$ cat src/rtl/muldiv_unit32.sv
// muldiv_unit32: iterative radix-2 32-bit multiply/divide producing HI/LO in 33 cycles
module muldiv_unit32 (
  input  logic        clk,
  input  logic        reset,
  input  logic        start,
  input  logic [1:0]  op,
  input  logic [31:0] a,
  input  logic [31:0] b,
  output logic        busy,
  output logic        done,
  output logic [31:0] hi,
  output logic [31:0] lo
);
  typedef enum logic [1:0] {IDLE, RUN, FIN} state_t;
  state_t      r_state, w_next;
  logic [4:0]  r_cnt;
  logic        r_div, r_neg_q, r_neg_r, r_dz;
  logic [31:0] r_a, r_m;
  logic [63:0] r_acc;
  logic        w_sgn, w_ge;
  logic [31:0] w_abs_a, w_abs_b, w_q, w_r;
  logic [32:0] w_add, w_rsh, w_sub;
  logic [63:0] w_mstep, w_dstep, w_prod;
  // operand magnitudes, one iteration of each engine, and final sign correction
  always_comb begin
    w_sgn   = ~op[0];
    w_abs_a = (w_sgn && a[31]) ? -a : a;
    w_abs_b = (w_sgn && b[31]) ? -b : b;
    w_add   = {1'b0, r_acc[63:32]} + {1'b0, r_acc[0] ? r_m : 32'd0};
    w_mstep = {w_add, r_acc[31:1]};
    w_rsh   = r_acc[63:31];
    w_ge    = w_rsh >= {1'b0, r_m};
    w_sub   = w_rsh - {1'b0, r_m};
    w_dstep = w_ge ? {w_sub[31:0], r_acc[30:0], 1'b1} : {r_acc[62:0], 1'b0};
    w_prod  = r_neg_q ? -r_acc : r_acc;
    w_q     = r_neg_q ? -r_acc[31:0] : r_acc[31:0];
    w_r     = r_neg_r ? -r_acc[63:32] : r_acc[63:32];
    busy    = r_state != IDLE;
  end
  // next-state: accept start in IDLE, 32 iterations in RUN, one FIN cycle
  always_comb begin
    w_next = r_state;
    w_next = (r_state == IDLE) ? (start ? RUN : IDLE) :
             (r_state == RUN)  ? ((r_cnt == 5'd31) ? FIN : RUN) : IDLE;
  end
  // state register
  always_ff @(posedge clk) begin
    if (reset) r_state <= IDLE;
    else r_state <= w_next;
  end
  // operand capture, iteration datapath and HI/LO write-back
  always_ff @(posedge clk) begin
    if (reset) begin
      r_cnt   <= 5'd0;
      r_acc   <= 64'd0;
      r_div   <= 1'b0;
      r_neg_q <= 1'b0;
      r_neg_r <= 1'b0;
      r_dz    <= 1'b0;
      r_a     <= 32'd0;
      r_m     <= 32'd0;
      hi      <= 32'd0;
      lo      <= 32'd0;
      done    <= 1'b0;
    end else begin
      done <= r_state == FIN;
      if (r_state == IDLE && start) begin
        r_div   <= op[1];
        r_neg_q <= w_sgn & (a[31] ^ b[31]);
        r_neg_r <= w_sgn & a[31];
        r_dz    <= b == 32'd0;
        r_a     <= a;
        r_m     <= op[1] ? w_abs_b : w_abs_a;
        r_acc   <= {32'd0, op[1] ? w_abs_a : w_abs_b};
        r_cnt   <= 5'd0;
      end else if (r_state == RUN) begin
        r_cnt <= r_cnt + 5'd1;
        r_acc <= r_div ? w_dstep : w_mstep;
      end else if (r_state == FIN) begin
        {hi, lo} <= !r_div ? w_prod : r_dz ? {r_a, 32'hFFFF_FFFF} : {w_r, w_q};
      end
    end
  end
endmodule

$ cat config.mk
export PLATFORM = sky130hd
export DESIGN_NAME = muldiv_unit32
export DESIGN_NICKNAME = d
export VERILOG_FILES = /design/src/rtl/muldiv_unit32.sv
export SDC_FILE = /design/constraint.sdc
export NUM_CORES = 1
export LEC_CHECK = 0
export ABC_CLOCK_PERIOD_IN_PS = 3200
export BUFFER_PORTS_ARGS = -buffer_cell sky130_fd_sc_hd__clkbuf_2
export CAP_MARGIN = 20
export CORE_MARGIN = 1.5
export CORE_UTILIZATION = 56
export CTS_CLUSTER_DIAMETER = 150
export CTS_CLUSTER_SIZE = 25
export DETAILED_ROUTE_END_ITERATION = 12
export GPL_ROUTABILITY_DRIVEN = 0
export MAX_ROUTING_LAYER = met4
export PLACE_DENSITY = 0.77
export SYNTH_ARGS = -nofsm -noshare
export SYNTH_HDL_FRONTEND = slang
export SYNTH_SLANG_ARGS = --single-unit
$ cat constraint.sdc
create_clock -name clk -period 3.2 [get_ports clk]
set_clock_uncertainty 0.1 [all_clocks]
set_input_delay 0.16 -clock clk [delete_from_list [all_inputs] [get_ports clk]]
set_output_delay 0.16 -clock clk [all_outputs]
set_load 0.05 [all_outputs]
Word level (Yosys, flattened, before mapping)
Index checks and enable logic that the tools add are counted.

storage, ports and cells
  input bits = 69
  word-level logic and storage cells = 58
  output and inout port bits = 66
  register bits = 204

operators by class
  bitwise gates (word level) = 6
  eq/ne operators = 3
  add/sub/neg operators = 8
  $lt $le $gt $ge = 1
  reduce and logical (&&, ||, !) cells = 9
  mux-type cells = 18

operators by type and width
  cell                 number
  $mux 64              5
  $mux 32              9
  $neg 32->32          4
  $neg 64->64          1
  $add 32x32->33       1
  $ge 33x32->1         1
  $logic_not 32->1     1
  $sub 32x32->32       1
  $mux 2               3
  $add 5x1->5 const B  1
  $eq 5x5->1 const B   1
  $reduce_bool 2->1    2
  $logic_and 1x1->1    3
  $not 1->1            3
  $reduce_and 3->1     1
  $and 1x1->1          2
  $eq 2x1->1 const B   1
  $eq 2x2->1 const B   1
  $logic_not 2->1      1
  $reduce_or 2->1      1
  $mux 1               1
  $xor 1x1->1          1

Logic depth before layout (Yosys ltp)
Gate-level depths: netlist of run 1.

  depth in word-level cells = 5
  depth in mapped cells = 16
  gate-level depth less buffers = 13

Worst setup path before layout of run 1
OpenSTA, ideal clock, no wires.

  path kind = reg2reg
  start = register r_acc[33]
  end = register r_acc[50]
  path buffers = 2
  arrival time = 2.995 ns
  setup time = 0.116 ns
  period minus slack after synthesis = 3.210 ns
  data required time = 2.984 ns
  stages on the path, launching flop included = 14
  path slack = -0.010 ns
  cell sequence = dfxtp_1 -> ha_1 -> o21a_1 -> o31a_1 -> o21a_1 -> o21ai_0 -> nand3_1 -> a21boi_0 -> or2_2 -> clkbuf_1 -> buf_2 -> mux2_2 -> a21oi_1 -> nor2_1

between the ends
  cells in the longest elaborated chain, start to end = 3
  elaborated cells on any way between the ends = 5
  those cells by class = 2 x add/sub; 1 x order compare; 2 x mux

RTL lines
  item                                                   line    RTL
  from (decl)                                            19      logic [63:0] r_acc;
  from (signal assigned)                                 74      r_acc <= {32'd0, op[1] ? w_abs_a : w_abs_b};
  from (signal assigned)                                 78      r_acc <= r_div ? w_dstep : w_mstep;
  $sub 32x32->32 / $ge 33x32->1 (equally long branches)  33, 32
  $mux 64                                                34      w_dstep = w_ge ? {w_sub[31:0], r_acc[30:0], 1'b1} : {r_acc[62:0], 1'b0};
  $mux 64 (*)                                            78

Mark *: on every way between the ends. The rest lies on a longest branch, timed or not.
A chain may end at the register's enable or synchronous reset.

Final worst setup path of run 1
  start = register r_acc[15]
  end = register hi[17]

between the ends
  cells in the longest elaborated chain, start to end = 3

RTL lines
  item                  line  RTL
  $neg 64->64           35    w_prod = r_neg_q ? -r_acc : r_acc;
  $mux 64               35
  $mux 64               80    {hi, lo} <= !r_div ? w_prod : r_dz ? {r_a, 32'hFFFF_FFFF} : {w_r, w_q};
  to (signal assigned)  80
  to (decl)             11    output logic [31:0] hi,

No other way between the ends.

==> flow_summary.toml, run 1 <==
[status]
outcome = "finished, violations left"
violations = "negative setup slack"

[worst_setup_path]
regToRegSetupSlack_ns = -0.07
crit_start = "r_acc[15]$_SDFFE_PP0P_"
timing.rr.end = "hi[17]$_SDFFE_PP0P_"
critPathKind = "flop to flop"
end_kind = "flop"
cp-start-kind = "flop"
r2r_start = "r_acc[15]$_SDFFE_PP0P_"
crit_arrival_ns = 3.59
worstPathMaxFanout = 7
crit_end = "hi[17]$_SDFFE_PP0P_"
reg2reg_depth = 12
worstPathRequired_ns = 3.52

[power]
powerDensity_nw_per_um2 = 380
p_total_mw = 7.36
leakage_nw = 8.04
irDropWorstVdd_uv = 280

[synth]
synth.yosys.seq_area_share_pct = 25.3
ys_warn_count = 0
synth_nets = 2368
synth_common_cells = "nand2_1 (302), a21oi_1 (260), dfxtp_1 (204)"
synth_ff_type = "dfxtp_1"
synth_area_leader_cell = "dfxtp_1"
avgSynthCellArea_um2 = 7.25
ys_seq_elements = 204
synth_edf_count = 0
yosysTopAreaCellShare_pct = 25.3
synthArstFlopShare_pct = 0
synth_most_common_cell = "nand2_1"
yosys-top-cells-area = "dfxtp_1 (25%), a21oi_1 (8.1%), nand2_1 (7.0%)"
synth_cell_types = 76
syn_inst = 2227
syn-cell-area_um2 = 16100

[sta]
whs_ns = 0.0126
final-max-slew-violation-count = 0
setup_ws_ns = -0.0658
relSlewSlack_pct = 18.4
setup_tns_ns = -0.0658
fin_crit_sh_pct = 102
tightest_slew_ns = 1.22
fin_crit_ns = 3.27
fmax_mhz = 306
rsz0062_at_grt = "true"
setup_violations = 1
timing.final.hold_violations = 0

[drt]
drc_errors = 0
wl_um = 59800
first_iter_violations = 2433
ant_nets = 0
avgViaCountPerCell = 6.49
via_count = 18200
wl_per_cell_um = 21.3
first_pass_iters = 6

[hold_path]
hold_path_class = "input port to flop"

[clocking]
cts_sinks = 204
clkTransAtPathRegs_ns = 0.11
root_buffer = "clkbuf_16"
clock_path_buffers = 3
cts-htree-levels = 1
cts_tree = "yes"
cts_buffers = 12
clock_latency_ns = 0.50

[grt]
grt_pass1_vias = 17000
grtUsageTotal_pct = 39.1
grt_max_degree = 88
gr-total-overflow = 0
grt_pass1_wl_um = 91300
antenna_found_initial = 3

[place]
portBuffers = 134
pre_cts_slack_ns = -0.389
dp_hpwl_um = 43600

[floorplanning]
chipWidth_um = 173
row_count = 61
start_util_pct = 57.5
core_area_um2 = 28100
die_area_um2 = 29900
die_y_um = 173
ios = 135

[run]
max_cap_viol_count = 0

[layout]
syn2layout_area_growth_pct = 20.0
nets = 2567
drive_above_1_share_pct = 20.1
nFillCells = 2339
[how the worst min path moves through the flow]
stage,startpoint,endpoint,slack (ns),cells after the start
final,a[6],r_a[6]$_SDFFE_PP0P_,0.01,4
after global routing,a[6],r_a[6]$_SDFFE_PP0P_,0.02,4
after CTS,a[6],r_a[6]$_SDFFE_PP0P_,0.0008,4
after detailed placement,hi[13]$_SDFFE_PP0P_,hi[13]$_SDFFE_PP0P_,0.34,2
after global placement,hi[12]$_SDFFE_PP0P_,hi[12]$_SDFFE_PP0P_,0.34,2
after floorplan,a[8],r_a[8]$_SDFFE_PP0P_,0.20,2
[sequential cells by signal (all words and copies together) (netlist names)]
signal,count
r_dz,1
r_acc,64
hi,32
r_neg_r,1
lo,32
r_div,1
r_m,32
r_neg_q,1
r_a,32
r_cnt,5
r_state,2
done,1
[placed cells by master, fill, tap and decap left out, drive strengths merged, types with 12 or more instances in the layout]
| master | n |
|---|---|
| or3 | 18 |
| o41ai | 14 |
| nor2 | 180 |
| nor3 | 40 |
| nand2 | 302 |
| o31ai | 32 |
| nand3 | 30 |
| dlygate4sd3 | 31 |
| a21o | 43 |
| o21ai | 193 |
| nand4 | 15 |
| inv | 63 |
| clkbuf | 145 |
| o211ai | 84 |
| a211oi | 28 |
| xnor2 | 101 |
| mux2 | 12 |
| dfxtp | 204 |
| and2 | 12 |
| a21oi | 260 |
| nor4 | 18 |
| or4 | 12 |
| ha | 70 |
| and3 | 12 |
| mux2i | 52 |
| buf | 203 |
| xor2 | 105 |
[cell type report]
class | count | area (µm²) | share of cell area [%]
tap | 378 | 473 | 2.44
clock inverter | 2 | 25.0 | 0.129
inverter | 63 | 244 | 1.26
clock buffer | 14 | 329 | 1.70
sequential | 204 | 4100 | 21.2
antenna | 6 | 15.0 | 0.0775
timing repair buffer | 367 | 2590 | 13.4
multi-input combinational | 1778 | 11600 | 59.9
[cell families after synthesis]
group | Yosys count | synth area share (%)
adder cells (fa/ha/maj) | 72 | 5.67
multiplexers | 64 | 4.06
buffers and inverters | 245 | 5.83
AO/OA/AOI/OAI | 755 | 28.9
XOR/XNOR | 206 | 11.2
flip-flops | 204 | 25.3
AND/OR/NAND/NOR | 681 | 19.1
[worst max-delay path: stages (launching register included)]
cell and delay [ns]:
dfxtp_1 0.34, or4_4 0.55, or4_4 0.48, nor3_4 0.21
nand4_1 0.19, buf_6 0.21, buf_4 0.16, o21ai_0 0.24
xnor2_1 0.17, nor2_1 0.06, a211oi_1 0.31, a21oi_1 0.07
nor2_1 0.12
[per-stage QoR]
step	instance area, µm²	utilization (%)	instances
4_1_cts	18800	67.1	2793
5_1_grt	19400	69.0	2809
3_3_place_gp	18000	64.2	2742
6_report	19400	69.0	2812
2_1_floorplan	16100	-	2227
3_5_place_dp	18000	64.2	2742
[timing repair]
action                                  4_1_cts  5_1_grt
gates cloned                                  0        2
buffers inserted                              2       16
endpoints found under the hold margin        33        0
endpoints found under the setup margin       19       50
hold buffers                                 33        0
resized for setup                            29      103
pin swaps                                     5       43
[routing by layer]
| metal | vias to the layer above | share of wire (%) | global-route usage, % |
|---|---|---|---|
| met3 | 286 | 12 | 8.29 |
| met4 | 0 | 6.6 | 21.5 |
| met2 | 1250 | 42 | 58.4 |
| met5 | - | 0 | - |
| met1 | 8378 | 39 | 49.2 |
| li1 | 8331 | - | - |
[where the power goes]
group	internal, mW	switching [mW]	total [mW]
combinational	1.16	1.69	2.85
sequential	2.66	0.143	2.80
clock	0.756	0.948	1.70
total	4.58	2.78	7.36
Note: power is estimated with default switching activity, not from simulation.
==> run 2, diff against run 1 <==
--- a/config.mk
+++ b/config.mk
@@ -10,6 +10,7 @@
 export CAP_MARGIN = 20
 export CORE_MARGIN = 1.5
 export CORE_UTILIZATION = 56
+export CTS_BUF_LIST = sky130_fd_sc_hd__clkbuf_16
 export CTS_CLUSTER_DIAMETER = 150
 export CTS_CLUSTER_SIZE = 25
 export DETAILED_ROUTE_END_ITERATION = 12
==> flow_summary.toml, run 2 (same netlist as run 1, synthesis figures left out) <==
[worst_setup_path]
critPathTopFamily = "simple AND/OR/NAND/NOR gates"
crit_buf_inv = 2
cpPeakStageDelay_ns = 0.55
regToRegSetupSlack_ns = -0.06
cp-start-kind = "flop"
worstPathRequired_ns = 3.52
critPathKind = "flop to flop"
end_kind = "flop"
worstPathMaxFanout = 7
path_cells = "or4_4 -> or4_4 -> nor3_4 -> nand4_1 -> buf_6 -> buf_4 -> o21ai_0 -> xnor2_1 -> nor2_1 -> a211oi_1 -> a21oi_1 -> nor2_1"
critPathSlowestCell = "or4_4"
crit_arrival_ns = 3.59

[hold_path]
hold_path_class = "input port to flop"

[power]
p_switching_mw = 2.78
combPwrFrac_pct = 38.8
leakage_nw = 8.04
clkPwrFrac_pct = 23.1
p_total_mw = 7.35
p_sw_share_pct = 37.8
irDropWorstVdd_uv = 280
internal-power_mw = 4.57
powerDensity_nw_per_um2 = 380
seq_power_share_pct = 38.1

[floorplanning]
row_count = 61
chipWidth_um = 173
die_area_um2 = 29900
core_area_um2 = 28100
die_y_um = 173
ios = 135
start_util_pct = 57.5

[drt]
first_iter_violations = 2431
routed.top_layer = "met4"
drc_errors = 0
wl_per_cell_um = 21.2
via_count = 18300
met3_wirelength_um = 7080
wl_met1_um = 23300
avgViaCountPerCell = 6.49
wl_um = 59800
ant_nets = 0
met2WireLength_um = 25300
first_pass_iters = 6

[sta]
setup_violations = 1
relSlewSlack_pct = 18.4
timing.final.hold_violations = 0
rsz0062_at_grt = "true"
whs_ns = 0.0129
fin_crit_sh_pct = 102
setup_ws_ns = -0.0631
fmax_mhz = 306
tightest_slew_ns = 1.22
fin_crit_ns = 3.26
final-max-slew-violation-count = 0

[place]
pre_cts_slack_ns = -0.389
dp_hpwl_um = 43600
placed_area_um2 = 18000
portBuffers = 134
place_inst = 2742

[grt]
grtUsageTotal_pct = 39.1
gr-total-overflow = 0
grt_max_degree = 88
grt_pass1_vias = 17000
grt_pass1_wl_um = 91300
antenna_found_initial = 3

[clocking]
cts_buffers = 12
cts_sinks = 204
root_buffer = "clkbuf_16"
cts-htree-levels = 1
clkTransAtPathRegs_ns = 0.12
clock_path_buffers = 3
cts_tree = "yes"
clock_latency_ns = 0.50

[layout]
nFillCells = 2339
seqCellArea_um2 = 4100
multiInputGateArea_um2 = 11600
stdcell_area_um2 = 19400
layout_commonest_cell = "nand2_1"
syn2layout_area_growth_pct = 20.0
nets = 2567
layoutNonFillerInstCount = 2812
largest_reg_flops = 64
final_cell_mix = "nand2_1 (300), a21oi_1 (249), dfxtp_1 (196)"
largest-register = "r_acc"
drive_above_1_share_pct = 20.1

[run]
max_cap_viol_count = 0

[status]
outcome = "finished, violations left"
violations = "negative setup slack"
## run 2: what timing repair did
| action | CTS | global route |
|---|---|---|
| buffers inserted | 2 | 16 |
| setup endpoints to repair | 19 | 50 |
| cloned | 0 | 2 |
| pin swaps | 5 | 43 |
| gates resized for setup | 29 | 103 |
| hold buffers | 33 | 0 |
| hold endpoints to repair | 33 | 0 |
## run 2: layer usage
metal	track usage, %	vias up
met5	-	-
met4	21.5	0
met3	8.29	300
li1	-	8325
met2	58.4	1223
met1	49.2	8415
## run 2: power groups by stage
stage	clock, mW	sequential (mW)	combinational, mW
6_report	1.70	2.80	2.85
3_3_place_gp	0	2.84	2.51
3_5_place_dp	0	2.84	2.56
4_1_cts	1.68	2.78	2.62
5_1_grt	1.77	2.81	3.04
2_1_floorplan	0	2.79	1.68
## run 2: final cells by class
| type | instances | share of cell area [%] |
|---|---|---|
| multi-input cells | 1778 | 59.9 |
| inverters | 63 | 1.26 |
| flip-flops and latches | 204 | 21.2 |
| well taps | 378 | 2.44 |
| repair buffers | 367 | 13.4 |
| clock buffers | 13 | 1.68 |
| clock inverters | 3 | 0.149 |
| diodes | 6 | 0.0775 |
## run 2: metrics by stage
step / utilization (%) / setup TNS (ns)
2_1_floorplan: - / 0
3_3_place_gp: 64.2 / -1.77
3_5_place_dp: 64.2 / -2.41
4_1_cts: 67.1 / -0.0476
5_1_grt: 69.0 / -0.936
6_report: 69.0 / -0.0631
## run 2: final timing paths
path | from | end | cells past startpoint
worst min register to register | hi[13]$_SDFFE_PP0P_ | hi[13]$_SDFFE_PP0P_ | 2
worst max-delay path | r_acc[15]$_SDFFE_PP0P_ | hi[17]$_SDFFE_PP0P_ | 12
worst max register to register | r_acc[15]$_SDFFE_PP0P_ | hi[17]$_SDFFE_PP0P_ | 12
worst min-delay path | reset | r_acc[40]$_SDFFE_PP0P_ | 4
## run 2: worst reg2reg max path: stages, from the launching register on
cell and delay, ns:
dfxtp_1 0.35, or4_4 0.55, or4_4 0.48, nor3_4 0.21
nand4_1 0.19, buf_6 0.21, buf_4 0.16, o21ai_0 0.24
xnor2_1 0.17, nor2_1 0.06, a211oi_1 0.31, a21oi_1 0.07
nor2_1 0.12
